## src/rtl/delay_line.sv

```systemverilog
// Multi-stage register delay line with per-stage valid bits, stall, flush
// and a runtime-selectable output tap (latency 1..DEPTH).
// Optional feature: define DELAY_LINE_OCC_EN to add the registered `occ`
// port, which counts the valid stages.
module delay_line #(
  parameter int unsigned WIDTH = 8,
  parameter int unsigned DEPTH = 4,
  parameter int unsigned SELW  = 3,
  parameter int unsigned CNTW  = 3
) (
  input  logic             clk,
  input  logic             reset,
  input  logic             en,
  input  logic             flush,
  input  logic             in_valid,
  input  logic [WIDTH-1:0] in_data,
  input  logic [SELW-1:0]  sel,
  output logic             out_valid,
  output logic [WIDTH-1:0] out_data
`ifdef DELAY_LINE_OCC_EN
  ,
  output logic [CNTW-1:0]  occ
`endif
);

  // Stage 0 is the stage nearest the input.
  logic [DEPTH-1:0] v;
  logic [WIDTH-1:0] d [DEPTH];
  logic [SELW-1:0]  tap;

  // Stage storage: reset beats flush, flush beats advance, otherwise hold.
  always_ff @(posedge clk) begin
    if (reset || flush) begin
      v <= '0;
      for (int i = 0; i < int'(DEPTH); i++) begin
        d[i] <= '0;
      end
    end else if (en) begin
      v[0] <= in_valid;
      d[0] <= in_data;
      for (int i = 1; i < int'(DEPTH); i++) begin
        v[i] <= v[i-1];
        d[i] <= d[i-1];
      end
    end
  end

  // Tap index: a zero or out-of-range sel selects the last stage.
  always_comb begin
    tap = SELW'(DEPTH - 1);
    if (DEPTH > 1) begin
      if ((sel != '0) && (sel <= SELW'(DEPTH))) begin
        tap = sel - SELW'(1);
      end
    end
  end

  // Output mux. It reads the stage registers directly and has no output register.
  always_comb begin
    out_valid = 1'b0;
    out_data  = '0;
    for (int i = 0; i < int'(DEPTH); i++) begin
      if (SELW'(i) == tap) begin
        out_valid = v[i];
        out_data  = d[i];
      end
    end
  end

`ifdef DELAY_LINE_OCC_EN
  // Occupancy: add the beat entering and subtract the beat leaving stage DEPTH-1.
  always_ff @(posedge clk) begin
    if (reset || flush) begin
      occ <= '0;
    end else if (en) begin
      occ <= occ + CNTW'(in_valid) - CNTW'(v[DEPTH-1]);
    end
  end
`endif

endmodule

```

## config.mk

```make
export PLATFORM = sky130hd
export DESIGN_NAME = delay_line
export DESIGN_NICKNAME = d
export VERILOG_FILES = /design/src/rtl/delay_line.sv
export SDC_FILE = /design/constraint.sdc
export NUM_CORES = 1
export LEC_CHECK = 0
export CORE_MARGIN = 3
export CORE_UTILIZATION = 55
export DETAILED_ROUTE_END_ITERATION = 10
export PLACE_DENSITY = 0.79
export REMOVE_ABC_BUFFERS = 1
export SETUP_SLACK_MARGIN = 0.05
export SLEW_MARGIN = 20
export SYNTH_ARGS = -nofsm -noshare
export SYNTH_HDL_FRONTEND = slang
export SYNTH_SLANG_ARGS = --single-unit
```

## constraint.sdc

```tcl
create_clock -name clk -period 7.05 [get_ports clk]
set_input_delay 1.0575 -clock clk [delete_from_list [all_inputs] [get_ports clk]]
set_output_delay 1.0575 -clock clk [all_outputs]
set_load 0.01 [all_outputs]
```

# Word level (Yosys, flattened, before mapping)
# Memory sizes are Yosys's and may differ from the RTL's.
# Index checks and enable logic that the tools add are counted.
[totals]
latchBits = 0
mem_count = 1
in_bits = 16
ramBits = 32
out_inout_bits = 9
wordCells = 33
mem_bits_ro = 0
reg_bits = 4
[mem_list]
columns = ["memory", "depth", "width", "rd", "rd_clocked_by_memory_dff", "write_ports", "line_no", "text"]
rows = [
  ["d", 4, 8, 4, 0, 4, "28", "logic [WIDTH-1:0] d [DEPTH];"],
]
[op_classes]
reduce_logical = 4
n_mul = 0
n_lt_le_gt_ge = 1
div = 0
eq_ne = 3
n_bitwise = 4
n_addsub = 1
n_mux = 18
shift = 0
[ops]
columns = ["operator", "n"]
rows = [
  ["8-bit 2-to-1 mux", 8],
  ["1-bit 2-to-1 mux", 9],
  ["2-bit by 3-bit equality test with 1-bit output (first input constant)", 2],
  ["1-bit bitwise OR", 4],
  ["1-bit by 3-bit equality test with 1-bit output (first input constant)", 1],
  ["3-bit less-or-equal comparator (second input constant)", 1],
  ["3-bit zero test", 1],
  ["3-bit 2-to-1 mux", 1],
  ["3-bit nonzero test", 1],
  ["3-bit by 1-bit subtractor with 3-bit output (second input constant)", 1],
  ["1-bit logical AND", 1],
  ["1-bit logical OR", 1],
]

# Logic depth before layout (Yosys ltp)
[depth]
word_depth = 8
ltp_mapped = 8
mapped_depth_nobuf = 5

# Worst setup path before layout
# No wires, ideal clock.
[synth_timing]
kind = "input to output"
start = "input port sel[0]"
end = "output port out_data[0]"
t_required_ns = 5.992
stages = 8
path_buffers = 3
setup_slack_ns = 3.276
arrival_ns = 2.716
cell_sequence = "clkbuf_1 inv_1 ha_1 buf_6 or3_4 buf_6 a211oi_2 o32a_1"
[synth_via]
elab_chain_cells = 8
elab_cells_between_ends = 13
cone_classes = "add/sub (1); order compare (1); eq/ne (3); mux (5); reduce/logical (3)"
[synth_lines]
columns = ["item", "line_no", "text"]
rows = [
  ["from (decl)", "17", "input logic [SELW-1:0] sel,"],
  ["3-bit less-or-equal comparator / 3-bit nonzero test (equally long branches)", "52", "if ((sel != '0) && (sel <= SELW'(DEPTH))) begin"],
  ["1-bit logical AND", "52", ""],
  ["3-bit 2-to-1 mux *", "52", ""],
  ["3-bit zero test", "63", "if (SELW'(i) == tap) begin"],
  ["8-bit 2-to-1 mux (3 in a row)", "63", ""],
  ["8-bit 2-to-1 mux *", "63", ""],
  ["to (decl)", "19", "output logic [WIDTH-1:0] out_data"],
]
# Mark *: on every way between the ends. The rest lies on a longest branch, timed or not.

# Final worst setup path
[layout_timing]
start = "input port sel[0]"
end = "output port out_data[5]"
# Same word-level chain as after synthesis.

==> impl_metrics.toml <==
[die]
die-area_um2 = 4300
rows = 21
dieWidth_um = 65.6
ioPinCount = 25
start_util_pct = 57.6
core-area_um2 = 3390
dieHeight_um = 65.6

[grt]
grt_pass1_vias = 1297
grt_pass1_wl_mm = 6.25
overflow = 0
antenna_found_initial = 0
grt_max_degree = 37
grt_use_total_pct = 19.2

[logic_synthesis]
synth-seq-area-share_pct = 53.3
synthArstFlopShare_pct = 0
synth-compound-area-share_pct = 18.2
synth_mux_area_share_pct = 0
synth_area_um2 = 1950
synthSimpleGateAreaFrac_pct = 18.7
yosysWarnings = 0
synth-edff-count = 32
syn_inst = 163
synth_ff_type = "edfxtp_1"
ys_ff_latch = 36
synth_top_family_by_area = "simple AND/OR/NAND/NOR gates"
synth-xor-area-share_pct = 2.24
avgSynthCellArea_um2 = 12.0
synth_adder_area_share_pct = 1.28
ys_types = 32

[worst_setup_path]
rr_worst_depth = 1
worstPathMaxFanout = 24
r2r_end = "d[1][3]"
cp_cell_sequence = "clkdlybuf4s50_1 > inv_1 > ha_1 > nand2b_1 > a211oi_2 > o32a_1 > clkdlybuf4s50_1"
crit_path_end_kind = "output pin"
crit_slowest_cell = "clkdlybuf4s50_1"
slowest_delay_ns = 0.92
crit_arrival_ns = 4.37
required_ns = 5.99
timing.rr.start = "d[0][3]"
crit_top_cell = "clkdlybuf4s50_1"
regToRegSetupSlack_ns = 6.23
start_kind = "input pin"
critPathKind = "in2out"

[cts]
cts_setup_buffers = 0
cts_resized = 0
clk_pin_slew_ns = 0.11
numCtsBuffers = 5
insertion_delay_ns = 0.34
cts_tree = "yes"
htree_levels = 2
cts.sinks = 36
cts_buffer_depth = 2
hold_buffers = 0
cts-root-buf = "clkbuf_4"

[timing]
drv_slew = 0
fin_crit_ns = 5.42
hold_viol = 0
finalCritPeriodShare_pct = 76.9
tightest_slew_ns = 0.704
rsz0062_at_grt = "no"
setup_viol = 0
fmax_mhz = 184
setup_tns_ns = 0
finClkSkew_ns = 0.00382
relSlewSlack_pct = 52.9

[routing]
viasPerCell = 5.76
drtIter0Drc = 105
dr.pass1.iters = 4
drcViolationCount = 0
drt-wirelength-per-cell_um = 16.0
wirelength_mm = 3.67
vias = 1320
ant_nets = 0

[finish]
final_util_pct = 65.5
final_cell_mix = "and2_1 (32), edfxtp_1 (32), clkdlybuf4s50_1 (24)"
nNetsFinal = 200
syn_to_final_growth_pct = 13.8
drive_gt1_share_pct = 8.74
diodes = 0

[run_status]
status = "finished, final reports clean"

[place]
hpwlAfterDp_mm = 2.50
portBuffers = 24
place.gp.congestion = 0.796

[hold_path]
min_path_type = "reg2reg"
holdPathEnd = "v[3]"
min_from = "v[3]"
worstHoldPathCells = 1

[pwr]
p_sw_w = 0.000108
p_leak_nw = 0.818
switching_share_pct = 26.0
vdd_ir_drop_max_mv = 0.113
power_frac_clock_pct = 25.6
p_seq_share_pct = 59.2
finalPower_w = 0.000415
combPwrFrac_pct = 15.2
p_per_area_nw_per_um2 = 187
p_int_w = 0.000307

[run]
drv_cap = 0
## power groups by stage
stage	registers (W)	clock network [W]	logic, W
after floorplan	0.000248	0	0.0000356
after global placement	0.000250	0	0.0000607
after detailed placement	0.000251	0	0.0000628
after CTS	0.000246	0.000110	0.0000632
after global routing	0.000247	0.000120	0.0000693
final	0.000245	0.000106	0.0000632
## cell families after synthesis
group | count (synthesis)
buf+inv | 22
xor+xnor | 5
fa+ha+maj | 2
simple gates | 56
compound gates | 42
flops | 36
## synth_stat cells (all sizes together) (2+ instances only)
library cell  count  area (µm²)
o2111a            3        33.8
o31ai             3        22.5
dfxtp             4        80.1
a22o              7        61.3
inv               9        33.8
a211o             3        26.3
xnor2             3        26.3
o211ai            3        22.5
clkbuf            8        31.3
nand3             4        20.0
and2             32         200
buf               5        56.3
a32oi             6        52.6
nor3              2        15.0
edfxtp           32         961
nand3b            3        22.5
a211oi            3        37.5
ha                2        25.0
nand4             3        18.8
a21oi             7        35.0
xor2              2        17.5
o2111ai           3        26.3
o32a              3        30.0
nor2b             7        43.8
## final cells by class
cell class | count | area (µm²)
multi-input cells | 105 | 790
fillers | 254 | 1170
repair buffers | 25 | 248
clock inverters | 3 | 13.8
well taps | 46 | 57.6
inverters | 9 | 33.8
clock buffers | 5 | 37.5
flip-flops and latches | 36 | 1040
## layer usage
metal  vias to the layer above  global-route usage (%)  wire length, µm
li1                        651                       -                -
met1                       624                    23.5             1630
met2                        37                    31.5             1790
met3                         8                    5.81              190
met4                         0                    8.03               61
met5                         -                       0                0
## state kept, by name (all words and copies together), names as in the netlist
name	cells
v	4
d	32
## through the flow
step / cells / setup slack, ns / hold slack [ns] / area (µm²)
floorplan: 150 / 3.50 / 0.450 / 1860
global placement: 221 / 1.84 / 0.469 / 2170
detailed placement: 221 / 1.69 / 0.468 / 2170
CTS: 229 / 1.68 / 0.502 / 2220
global route: 229 / 1.44 / 0.513 / 2220
finish: 229 / 1.63 / 0.503 / 2220
## critical path, delay by kind of cell
| family | cells | cell delay [ns] |
|---|---|---|
| buffers and inverters | 3 | 1.63 |
| adder cells (fa/ha/maj) | 1 | 0.77 |
| AND/OR/NAND/NOR | 1 | 0.45 |
| AO/OA/AOI/OAI | 2 | 0.43 |
## worst max-delay path by stage
| stage | cells after the start | endpoint | startpoint | slack [ns] |
|---|---|---|---|---|
| CTS | 7 | out_data[5] | sel[0] | 1.68 |
| global placement | 7 | out_data[5] | sel[0] | 1.84 |
| detailed placement | 7 | out_data[5] | sel[0] | 1.69 |
| floorplan | 5 | out_data[0] | sel[0] | 3.50 |
| global route | 7 | out_data[5] | sel[0] | 1.44 |
| finish | 7 | out_data[5] | sel[0] | 1.63 |
(Power assumes the default switching activity.)
